[src/rtl/bus_arbiter_if.sv]
// Shared port bundle of the two-master arbiter: both master handshakes plus the decoder-side bus.
// The master modport is the arbiter's view; slave is the masters-plus-decoder environment.
interface bus_arbiter_if #(
  parameter int AW = 32,
  parameter int DW = 32
);
  logic          m0_req;
  logic          m0_we;
  logic [AW-1:0] m0_addr;
  logic [DW-1:0] m0_wdata;
  logic [DW-1:0] m0_rdata;
  logic          m0_ack;

  logic          m1_req;
  logic          m1_we;
  logic [AW-1:0] m1_addr;
  logic [DW-1:0] m1_wdata;
  logic [DW-1:0] m1_rdata;
  logic          m1_ack;

  logic [AW-1:0] addr_bus;
  logic          m_read;
  logic          m_write;
  logic [DW-1:0] d_t_mem;
  logic [DW-1:0] d_f_mem;
  logic          grant_id;
  logic          busy;

  modport master (
    input  m0_req, m0_we, m0_addr, m0_wdata,
    input  m1_req, m1_we, m1_addr, m1_wdata,
    input  d_f_mem,
    output m0_rdata, m0_ack, m1_rdata, m1_ack,
    output addr_bus, m_read, m_write, d_t_mem, grant_id, busy
  );

  modport slave (
    output m0_req, m0_we, m0_addr, m0_wdata,
    output m1_req, m1_we, m1_addr, m1_wdata,
    output d_f_mem,
    input  m0_rdata, m0_ack, m1_rdata, m1_ack,
    input  addr_bus, m_read, m_write, d_t_mem, grant_id, busy
  );
endinterface

[src/rtl/bus_arbiter.sv]
// Round-robin two-master arbiter: write acks 2 cycles after grant sampling, read acks RD_WAIT+2.
// Masters hold req until ack; one transfer in flight, every output registered.
module bus_arbiter #(
  parameter int AW      = 32,
  parameter int DW      = 32,
  parameter int RD_WAIT = 1
) (
  input logic           clk,
  input logic           rst,
  bus_arbiter_if.master bus
);

  typedef enum logic [1:0] {IDLE, XFER, ACK} state_t;

  localparam logic [2:0] RD_WAIT_C = 3'(RD_WAIT);

  state_t        state_q, state_d;
  logic [AW-1:0] addr_q, addr_d;
  logic [DW-1:0] dtm_q, dtm_d;
  logic [DW-1:0] rdata0_q, rdata0_d, rdata1_q, rdata1_d;
  logic          rd_q, rd_d, wr_q, wr_d;
  logic          ack0_q, ack0_d, ack1_q, ack1_d;
  logic          gid_q, gid_d, lg_q, lg_d;
  logic          we_q, we_d, busy_q, busy_d;
  logic [2:0]    cnt_q, cnt_d;
  logic          win;

  // Both requesting: the master that did not own the last transfer wins.
  assign win = (bus.m0_req && bus.m1_req) ? ~lg_q : bus.m1_req;

  always_ff @(posedge clk or posedge rst) begin
    if (rst) begin
      state_q  <= IDLE;
      addr_q   <= '0;
      dtm_q    <= '0;
      rdata0_q <= '0;
      rdata1_q <= '0;
      rd_q     <= 1'b0;
      wr_q     <= 1'b0;
      ack0_q   <= 1'b0;
      ack1_q   <= 1'b0;
      gid_q    <= 1'b0;
      lg_q     <= 1'b1;
      we_q     <= 1'b0;
      busy_q   <= 1'b0;
      cnt_q    <= '0;
    end else begin
      state_q  <= state_d;
      addr_q   <= addr_d;
      dtm_q    <= dtm_d;
      rdata0_q <= rdata0_d;
      rdata1_q <= rdata1_d;
      rd_q     <= rd_d;
      wr_q     <= wr_d;
      ack0_q   <= ack0_d;
      ack1_q   <= ack1_d;
      gid_q    <= gid_d;
      lg_q     <= lg_d;
      we_q     <= we_d;
      busy_q   <= busy_d;
      cnt_q    <= cnt_d;
    end
  end

  always_comb begin
    state_d = state_q;
    case (state_q)
      IDLE:    if (bus.m0_req || bus.m1_req) state_d = XFER;
      XFER:    if (we_q || cnt_q == RD_WAIT_C) state_d = ACK;
      ACK:     state_d = IDLE;
      default: state_d = IDLE;
    endcase
  end

  // Computes the next value of every registered output from the current state and transition.
  always_comb begin
    addr_d   = '0;
    dtm_d    = '0;
    rd_d     = 1'b0;
    wr_d     = 1'b0;
    ack0_d   = 1'b0;
    ack1_d   = 1'b0;
    gid_d    = gid_q;
    lg_d     = lg_q;
    we_d     = we_q;
    cnt_d    = cnt_q;
    rdata0_d = rdata0_q;
    rdata1_d = rdata1_q;
    busy_d   = (state_d != IDLE);
    case (state_q)
      IDLE: begin
        if (state_d == XFER) begin
          gid_d  = win;
          lg_d   = win;
          we_d   = win ? bus.m1_we : bus.m0_we;
          addr_d = win ? bus.m1_addr : bus.m0_addr;
          wr_d   = we_d;
          rd_d   = ~we_d;
          dtm_d  = we_d ? (win ? bus.m1_wdata : bus.m0_wdata) : '0;
          cnt_d  = '0;
        end
      end
      XFER: begin
        if (state_d == ACK) begin
          ack0_d = ~gid_q;
          ack1_d = gid_q;
          if (!we_q) begin
            if (gid_q) rdata1_d = bus.d_f_mem;
            else       rdata0_d = bus.d_f_mem;
          end
        end else begin
          // Only reads linger in XFER; writes always leave after one cycle.
          addr_d = addr_q;
          rd_d   = 1'b1;
          cnt_d  = cnt_q + 3'd1;
        end
      end
      default: ;
    endcase
  end

  assign bus.addr_bus = addr_q;
  assign bus.m_read   = rd_q;
  assign bus.m_write  = wr_q;
  assign bus.d_t_mem  = dtm_q;
  assign bus.m0_ack   = ack0_q;
  assign bus.m1_ack   = ack1_q;
  assign bus.m0_rdata = rdata0_q;
  assign bus.m1_rdata = rdata1_q;
  assign bus.grant_id = gid_q;
  assign bus.busy     = busy_q;

endmodule

[src/flat_wrapper.sv]
// flat-port wrapper written by rule: the top's interface ports become plain ports
module bus_arbiter_flat 
#(
  parameter int AW      = 32,
  parameter int DW      = 32,
  parameter int RD_WAIT = 1
)
  (clk, rst, bus_m0_req, bus_m0_we, bus_m0_addr, bus_m0_wdata, bus_m1_req, bus_m1_we, bus_m1_addr, bus_m1_wdata, bus_d_f_mem, bus_m0_rdata, bus_m0_ack, bus_m1_rdata, bus_m1_ack, bus_addr_bus, bus_m_read, bus_m_write, bus_d_t_mem, bus_grant_id, bus_busy);
  bus_arbiter_if #(.AW(AW), .DW(DW)) bus_i ();
  input logic clk;
  input logic rst;
  input wire logic [$bits(bus_i.m0_req)-1:0] bus_m0_req;
  input wire logic [$bits(bus_i.m0_we)-1:0] bus_m0_we;
  input wire logic [$bits(bus_i.m0_addr)-1:0] bus_m0_addr;
  input wire logic [$bits(bus_i.m0_wdata)-1:0] bus_m0_wdata;
  input wire logic [$bits(bus_i.m1_req)-1:0] bus_m1_req;
  input wire logic [$bits(bus_i.m1_we)-1:0] bus_m1_we;
  input wire logic [$bits(bus_i.m1_addr)-1:0] bus_m1_addr;
  input wire logic [$bits(bus_i.m1_wdata)-1:0] bus_m1_wdata;
  input wire logic [$bits(bus_i.d_f_mem)-1:0] bus_d_f_mem;
  output wire logic [$bits(bus_i.m0_rdata)-1:0] bus_m0_rdata;
  output wire logic [$bits(bus_i.m0_ack)-1:0] bus_m0_ack;
  output wire logic [$bits(bus_i.m1_rdata)-1:0] bus_m1_rdata;
  output wire logic [$bits(bus_i.m1_ack)-1:0] bus_m1_ack;
  output wire logic [$bits(bus_i.addr_bus)-1:0] bus_addr_bus;
  output wire logic [$bits(bus_i.m_read)-1:0] bus_m_read;
  output wire logic [$bits(bus_i.m_write)-1:0] bus_m_write;
  output wire logic [$bits(bus_i.d_t_mem)-1:0] bus_d_t_mem;
  output wire logic [$bits(bus_i.grant_id)-1:0] bus_grant_id;
  output wire logic [$bits(bus_i.busy)-1:0] bus_busy;
  assign bus_i.m0_req = bus_m0_req;
  assign bus_i.m0_we = bus_m0_we;
  assign bus_i.m0_addr = bus_m0_addr;
  assign bus_i.m0_wdata = bus_m0_wdata;
  assign bus_i.m1_req = bus_m1_req;
  assign bus_i.m1_we = bus_m1_we;
  assign bus_i.m1_addr = bus_m1_addr;
  assign bus_i.m1_wdata = bus_m1_wdata;
  assign bus_i.d_f_mem = bus_d_f_mem;
  assign bus_m0_rdata = bus_i.m0_rdata;
  assign bus_m0_ack = bus_i.m0_ack;
  assign bus_m1_rdata = bus_i.m1_rdata;
  assign bus_m1_ack = bus_i.m1_ack;
  assign bus_addr_bus = bus_i.addr_bus;
  assign bus_m_read = bus_i.m_read;
  assign bus_m_write = bus_i.m_write;
  assign bus_d_t_mem = bus_i.d_t_mem;
  assign bus_grant_id = bus_i.grant_id;
  assign bus_busy = bus_i.busy;
  bus_arbiter #(.AW(AW), .DW(DW), .RD_WAIT(RD_WAIT)) u_core (.clk(clk), .rst(rst), .bus(bus_i));
endmodule
[config.mk]
export PLATFORM = sky130hd
export DESIGN_NAME = bus_arbiter_flat
export DESIGN_NICKNAME = d
export VERILOG_FILES = /design/src/rtl/bus_arbiter_if.sv /design/src/rtl/bus_arbiter.sv /design/src/flat_wrapper.sv
export SDC_FILE = /design/constraint.sdc
export NUM_CORES = 1
export LEC_CHECK = 0
export ABC_AREA = 1
export CAP_MARGIN = 5
export CORE_MARGIN = 2
export CORE_UTILIZATION = 28
export DETAILED_ROUTE_END_ITERATION = 12
export HOLD_SLACK_MARGIN = 0.15
export PLACE_DENSITY_LB_ADDON = 0.1
export SLEW_MARGIN = 30
export SYNTH_ARGS = -nofsm -noshare
export SYNTH_HDL_FRONTEND = slang
export SYNTH_SLANG_ARGS = --single-unit
[constraint.sdc]
create_clock -name clk -period 5.4 [get_ports clk]
set_input_delay 0.81 -clock clk [delete_from_list [all_inputs] [get_ports clk]]
set_output_delay 0.81 -clock clk [all_outputs]
set_load 0.05 [all_outputs]
Yosys cells after proc, flatten, opt, wreduce, memory -nomap -nowiden
Index checks and enable logic that the tools add are counted.
{"block": "op_classes", "n_addsub": 1, "mux": 25, "reduce_logical": 10, "eq_ne": 7, "bitwise_logic": 4}
{"op": "$mux W32", "count": 7}
{"op": "$pmux W32 S2", "count": 1}
{"op": "$mux W1", "count": 10}
{"op": "$reduce_and A4 Y1", "count": 2}
{"op": "$mux W3", "count": 2}
{"op": "$pmux W3 S2", "count": 1}
{"op": "$eq A2 B1 Y1 const B", "count": 2}
{"op": "$mux W2", "count": 2}
{"op": "$ne A2 B1 Y1 const B", "count": 2}
{"op": "$not A1 Y1", "count": 4}
{"op": "$pmux W2 S2", "count": 1}
{"op": "$reduce_bool A2 Y1", "count": 2}
{"op": "$add A3 B1 Y3 const B", "count": 1}
{"op": "$eq A3 B1 Y1 const B", "count": 1}
{"op": "$reduce_and A3 Y1", "count": 1}
{"op": "$eq A2 B2 Y1 const B", "count": 1}
{"op": "$logic_not A2 Y1", "count": 1}
{"op": "$logic_or A1 B1 Y1", "count": 2}
{"op": "$ne A2 B2 Y1 const B", "count": 1}
{"op": "$pmux W1 S2", "count": 1}
{"op": "$reduce_and A2 Y1", "count": 1}
{"op": "$logic_and A1 B1 Y1", "count": 1}
{"block": "word_totals", "elab_cells": 61, "out_inout_bits": 134, "ff_bits": 141, "inputBits": 166}

Longest topological paths before layout
{"block": "logic_depth", "word_depth": 7, "ltp_mapped": 8, "mapped_depth_nobuf": 8}

Worst setup path after synthesis
No wires, ideal clock.
{"block": "synth_path", "path_kind": "input -> register", "startpoint": "input port bus_m0_req", "endpoint": "register u_core.addr_q[30], in the netlist u_core.bus.addr_bus[30]", "setup_slack_ps": 3819, "cell_stages": 6, "arrival_ps": 1448, "path_buffers": 2, "path_cell_list": "nand2_1 > nand2_2 > buf_6 > buf_4 > o21ai_0 > o21ai_1"}
{"block": "synth_via", "elab_chain_len": 6}
{"item": "start: declaration", "line_no": "flat_wrapper.sv:12", "text": "input wire logic [$bits(bus_i.m0_req)-1:0] bus_m0_req;"}
{"item": "$logic_or A1 B1 Y1", "line_no": "bus_arbiter.sv:68", "text": "IDLE: if (bus.m0_req || bus.m1_req) state_d = XFER;"}
{"item": "$mux W2", "line_no": "bus_arbiter.sv:68"}
{"item": "$pmux W2 S2", "line_no": "bus_arbiter.sv:67", "text": "case (state_q)"}
{"item": "$eq A2 B1 Y1", "line_no": "bus_arbiter.sv:92", "text": "if (state_d == XFER) begin"}
{"item": "$mux W32", "line_no": "bus_arbiter.sv:92"}
{"item": "$pmux W32 S2", "line_no": "bus_arbiter.sv:90", "text": "case (state_q)"}
{"item": "end signal: assignment", "line_no": "bus_arbiter.sv:49", "text": "addr_q <= addr_d;"}
{"item": "end: declaration", "line_no": "bus_arbiter.sv:18", "text": "logic [AW-1:0] addr_q, addr_d;"}
Parallel ways exist; a longest one is shown, timed or not.
A chain may end at the register's enable or synchronous reset.

Worst setup path in the final report
{"block": "layout_path", "startpoint": "input port bus_m0_req", "endpoint": "register u_core.we_q"}
{"block": "layout_via", "elab_chain_len": 5}
{"item": "$logic_or A1 B1 Y1", "line_no": "bus_arbiter.sv:68"}
{"item": "$mux W2", "line_no": "bus_arbiter.sv:68"}
{"item": "$pmux W2 S2", "line_no": "bus_arbiter.sv:67"}
{"item": "$eq A2 B1 Y1", "line_no": "bus_arbiter.sv:92"}
{"item": "$reduce_and A2 Y1 (no source line)"}
{"item": "end signal: assignment", "line_no": "bus_arbiter.sv:59", "text": "we_q <= we_d;"}
{"item": "end: declaration", "line_no": "bus_arbiter.sv:24", "text": "logic we_q, we_d, busy_q, busy_d;"}
Parallel ways exist; a longest one is shown, timed or not.

==> impl_metrics.env <==
export IMPL_syn_area_per_cell_um2=8.43
export IMPL_max_freq_ghz=0.361
export IMPL_tritoncts="done"
export IMPL_cts_setup_buffers=0
export IMPL_post_cts_resized=0
export IMPL_drive_gt1_share_pct=6.32
export IMPL_drv_cap=0
export IMPL_grt_usage_pct=16.1
export IMPL_cp_num_buf_inv=2
export IMPL_die_h_um=154
export IMPL_grt_max_degree=90
export IMPL_finalSetupTns_ns=0
export IMPL_htreeDepth=4
export IMPL_skew_ns=0.0121
export IMPL_grt_overflow=0
export IMPL_crit_family="simple AND/OR/NAND/NOR gates"
export IMPL_detail_route_wl_per_cell_um=14.3
export IMPL_synth_seq_cells=141
export IMPL_clk_pin_slew_ns=0.06
export IMPL_end_kind="flop"
export IMPL_drt_total_wl_mm=19.0
export IMPL_pwr_density_cell_nw_per_um2=631
export IMPL_fin_util_pct=45.5
export IMPL_setup_viol=0
export IMPL_drt_iter0_drc=174
export IMPL_portBuffers=299
export IMPL_rsz0062_at_grt="no"
export IMPL_cts_sinks=141
export IMPL_critPathKind="in -> reg"
export IMPL_root_buffer="clkbuf_16"
export IMPL_seqPwrFrac_pct=27.3
export IMPL_nNetsFinal=1201
export IMPL_die_area_um2=23700
export IMPL_synthesis_nets=914
export IMPL_numPlacedInstances=1293
export IMPL_crit_top_cell="nand2_1"
export IMPL_synth_cell_type_count=26
export IMPL_drt_antenna_violating_nets=0
export IMPL_yosys_mux_area_fraction_pct=0
export IMPL_final_cells=1325
export IMPL_grt_antenna_before_repair=0
export IMPL_intPower_uw=3270
export IMPL_finalCritPeriodShare_pct=51.4
export IMPL_grt_pass1_vias=5257
export IMPL_critical_path_max_stage_delay_ns=0.49
export IMPL_synthSimpleGateAreaFrac_pct=23.3
export IMPL_drt_pre_antenna_iters=4
export IMPL_worstPathRequired_ns=5.66
export IMPL_synth_compound_area_share_pct=8.93
export IMPL_slew_viol_final=0
export IMPL_p_sw_uw=3040
export IMPL_fp_dieW_um=154
export IMPL_cp_cell_sequence="clkdlybuf4s50_1 -> nand2_1 -> nand2_2 -> inv_2 -> nand2_1 -> nand2_1 -> nand2_4 -> o21ai_0"
export IMPL_cts_hold_buf=0
export IMPL_switching_share_pct=48.2
export IMPL_clock_path_buffers=2
export IMPL_n_antenna_cell=0
export IMPL_place_gp_congestion=0.788
export IMPL_power_frac_comb_pct=54.2
export IMPL_synthXorXnorAreaFrac_pct=0.139
export IMPL_cp_slowest_cell="clkdlybuf4s50_1"
export IMPL_outcome="finished clean"
export IMPL_num_io_pins=300
export IMPL_synth_top_family_by_area="simple AND/OR/NAND/NOR gates"
export IMPL_peakVddDrop_mv=0.199
export IMPL_yosysWarnings=0
export IMPL_hpwl_mm=13.5
export IMPL_worstPathMaxFanout=37
export IMPL_synthAdderAreaFrac_pct=0.398
export IMPL_timing_slew_headroom_pct=45.1
export IMPL_drc=0
export IMPL_min_path_type="reg -> reg"
export IMPL_p_leak_uw=0.00493
export IMPL_num_rows=54
export IMPL_num_vias=5451
export IMPL_hold_violations=0
export IMPL_netlist_area_um2=6290
export IMPL_clk_latency_ns=0.41
export IMPL_syn_inst=746
export IMPL_report_power_total_uw=6310
export IMPL_coreArea_um2=22000
export IMPL_worstMarginPinSlew_ns=0.824
export IMPL_area_growth_pct=58.8
export IMPL_p_clk_share_pct=18.5
export IMPL_fin_crit_ns=2.77
export IMPL_initial_core_util_pct=28.6
export IMPL_start_kind="primary input"
export IMPL_synth_seq_area_share_pct=56.1
export IMPL_via_per_inst=4.11
export IMPL_grt_pass1_wl_mm=29.5
export IMPL_numCtsBuffers=17
export IMPL_arrival_ns=3.03
-- per-stage QoR --
stage | hold slack (ns) | cell area, um^2 | setup WS, ns
final | 0.469 | 9990 | 2.63
after global placement | 0.454 | 9390 | 2.17
after global routing | 0.495 | 9990 | 2.38
after detailed placement | 0.460 | 9390 | 2.12
after CTS | 0.474 | 9970 | 2.55
after floorplan | 0.443 | 6290 | 0.810
-- final cells by class --
type,instances,area [um^2]
multi-input cells,460,2060
inverters,108,413
clock inverters,10,114
flip-flops and latches,141,3530
repair buffers,305,3050
fillers,2174,12000
well taps,280,350
clock buffers,21,470
-- power by group through the flow --
| stage | clock (uW) | combinational, uW | sequential [uW] |
|---|---|---|---|
| 6_report | 1160 | 3420 | 1720 |
| 3_5_place_dp | 0 | 3460 | 1740 |
| 3_3_place_gp | 0 | 3460 | 1730 |
| 5_1_grt | 1250 | 3640 | 1780 |
| 2_1_floorplan | 0 | 854 | 3160 |
| 4_1_cts | 1200 | 3470 | 1730 |
-- path summary, 6_finish.rpt --
path / start / end / cells after the start / slack, ns
setup / recovery: bus_m0_req / u_core.we_q / 8 / 2.63
hold / removal: u_core.bus.m0_rdata[15] / u_core.bus.m0_rdata[15] / 2 / 0.47
setup reg to reg: u_core.lg_q / u_core.we_q / 7 / 2.98
hold reg to reg: u_core.bus.m0_rdata[15] / u_core.bus.m0_rdata[15] / 2 / 0.47
max in group asynchronous: rst / u_core.lg_q / 3 / 3.52
min in group asynchronous: rst / u_core.bus.m0_rdata[14] / 2 / 0.94
-- worst reg2reg max path, cell delays in order, from the launching register on --
cell     delay [ns]
dfstp_2        0.55
nand2_1        0.07
nand2_2        0.49
inv_2          0.47
nand2_1        0.15
nand2_1        0.10
nand2_4        0.30
o21ai_0        0.15
-- sequential cells by signal (all words and copies together) (netlist names) --
signal	cells
u_core.bus.m_write	1
u_core.bus.d_t_mem	32
u_core.bus.addr_bus	32
u_core.cnt_q	3
u_core.state_q	2
u_core.bus.m1_ack	1
u_core.bus.m1_rdata	32
u_core.bus.m0_ack	1
u_core.bus.busy	1
u_core.we_q	1
u_core.bus.m0_rdata	32
u_core.lg_q	1
u_core.bus.grant_id	1
u_core.bus.m_read	1
-- cells by family after synthesis --
group / count (synthesis)
and+or+nand+nor: 356
AOI/OAI and AO/OA: 101
xor gates and xnor gates: 1
buffers and inverters: 145
adders and majority gates: 2
DFF: 141
-- per-layer routing --
layer | share of wire (%) | track usage (%) | vias to the layer above
met4 | 1.6 | 4.98 | 0
met2 | 46 | 25.8 | 186
met1 | 43 | 19.2 | 2419
met3 | 9.4 | 7.78 | 16
met5 | 0 | 0 | -
li1 | - | - | 2830
-- cells in the final DEF (no fill, tap or decap), types with 2 or more instances in the layout --
cell type        instances
nor2_1                  37
clkinv_4                 2
clkdlybuf4s50_1        299
ha_1                     2
nand2_4                  2
inv_2                    4
clkbuf_8                 3
bufinv_16                2
clkinv_2                 4
o21ai_1                 40
o21ai_2                 12
nand2_1                276
o21ai_0                 48
nand3_1                 32
buf_4                    5
inv_6                    2
nor2_8                   2
clkbuf_16               17
inv_1                  102
dfrtp_1                140
nor2_2                   2
nor2_4                   2
-- cell usage after synthesis (all sizes together) --
library cell | instances | share of area (%)
a21oi | 1 | 0.26
buf | 29 | 4.1
clkbuf | 8 | 0.52
dfrtp | 140 | 56
dfstp | 1 | 0.42
ha | 2 | 0.40
inv | 108 | 6.5
nand2 | 279 | 17
nand3 | 32 | 2.5
nand4 | 1 | 0.34
nor2 | 43 | 3.4
o21ai | 100 | 8.7
or2 | 1 | 0.10
xnor2 | 1 | 0.14
(Power assumes the default switching activity.)
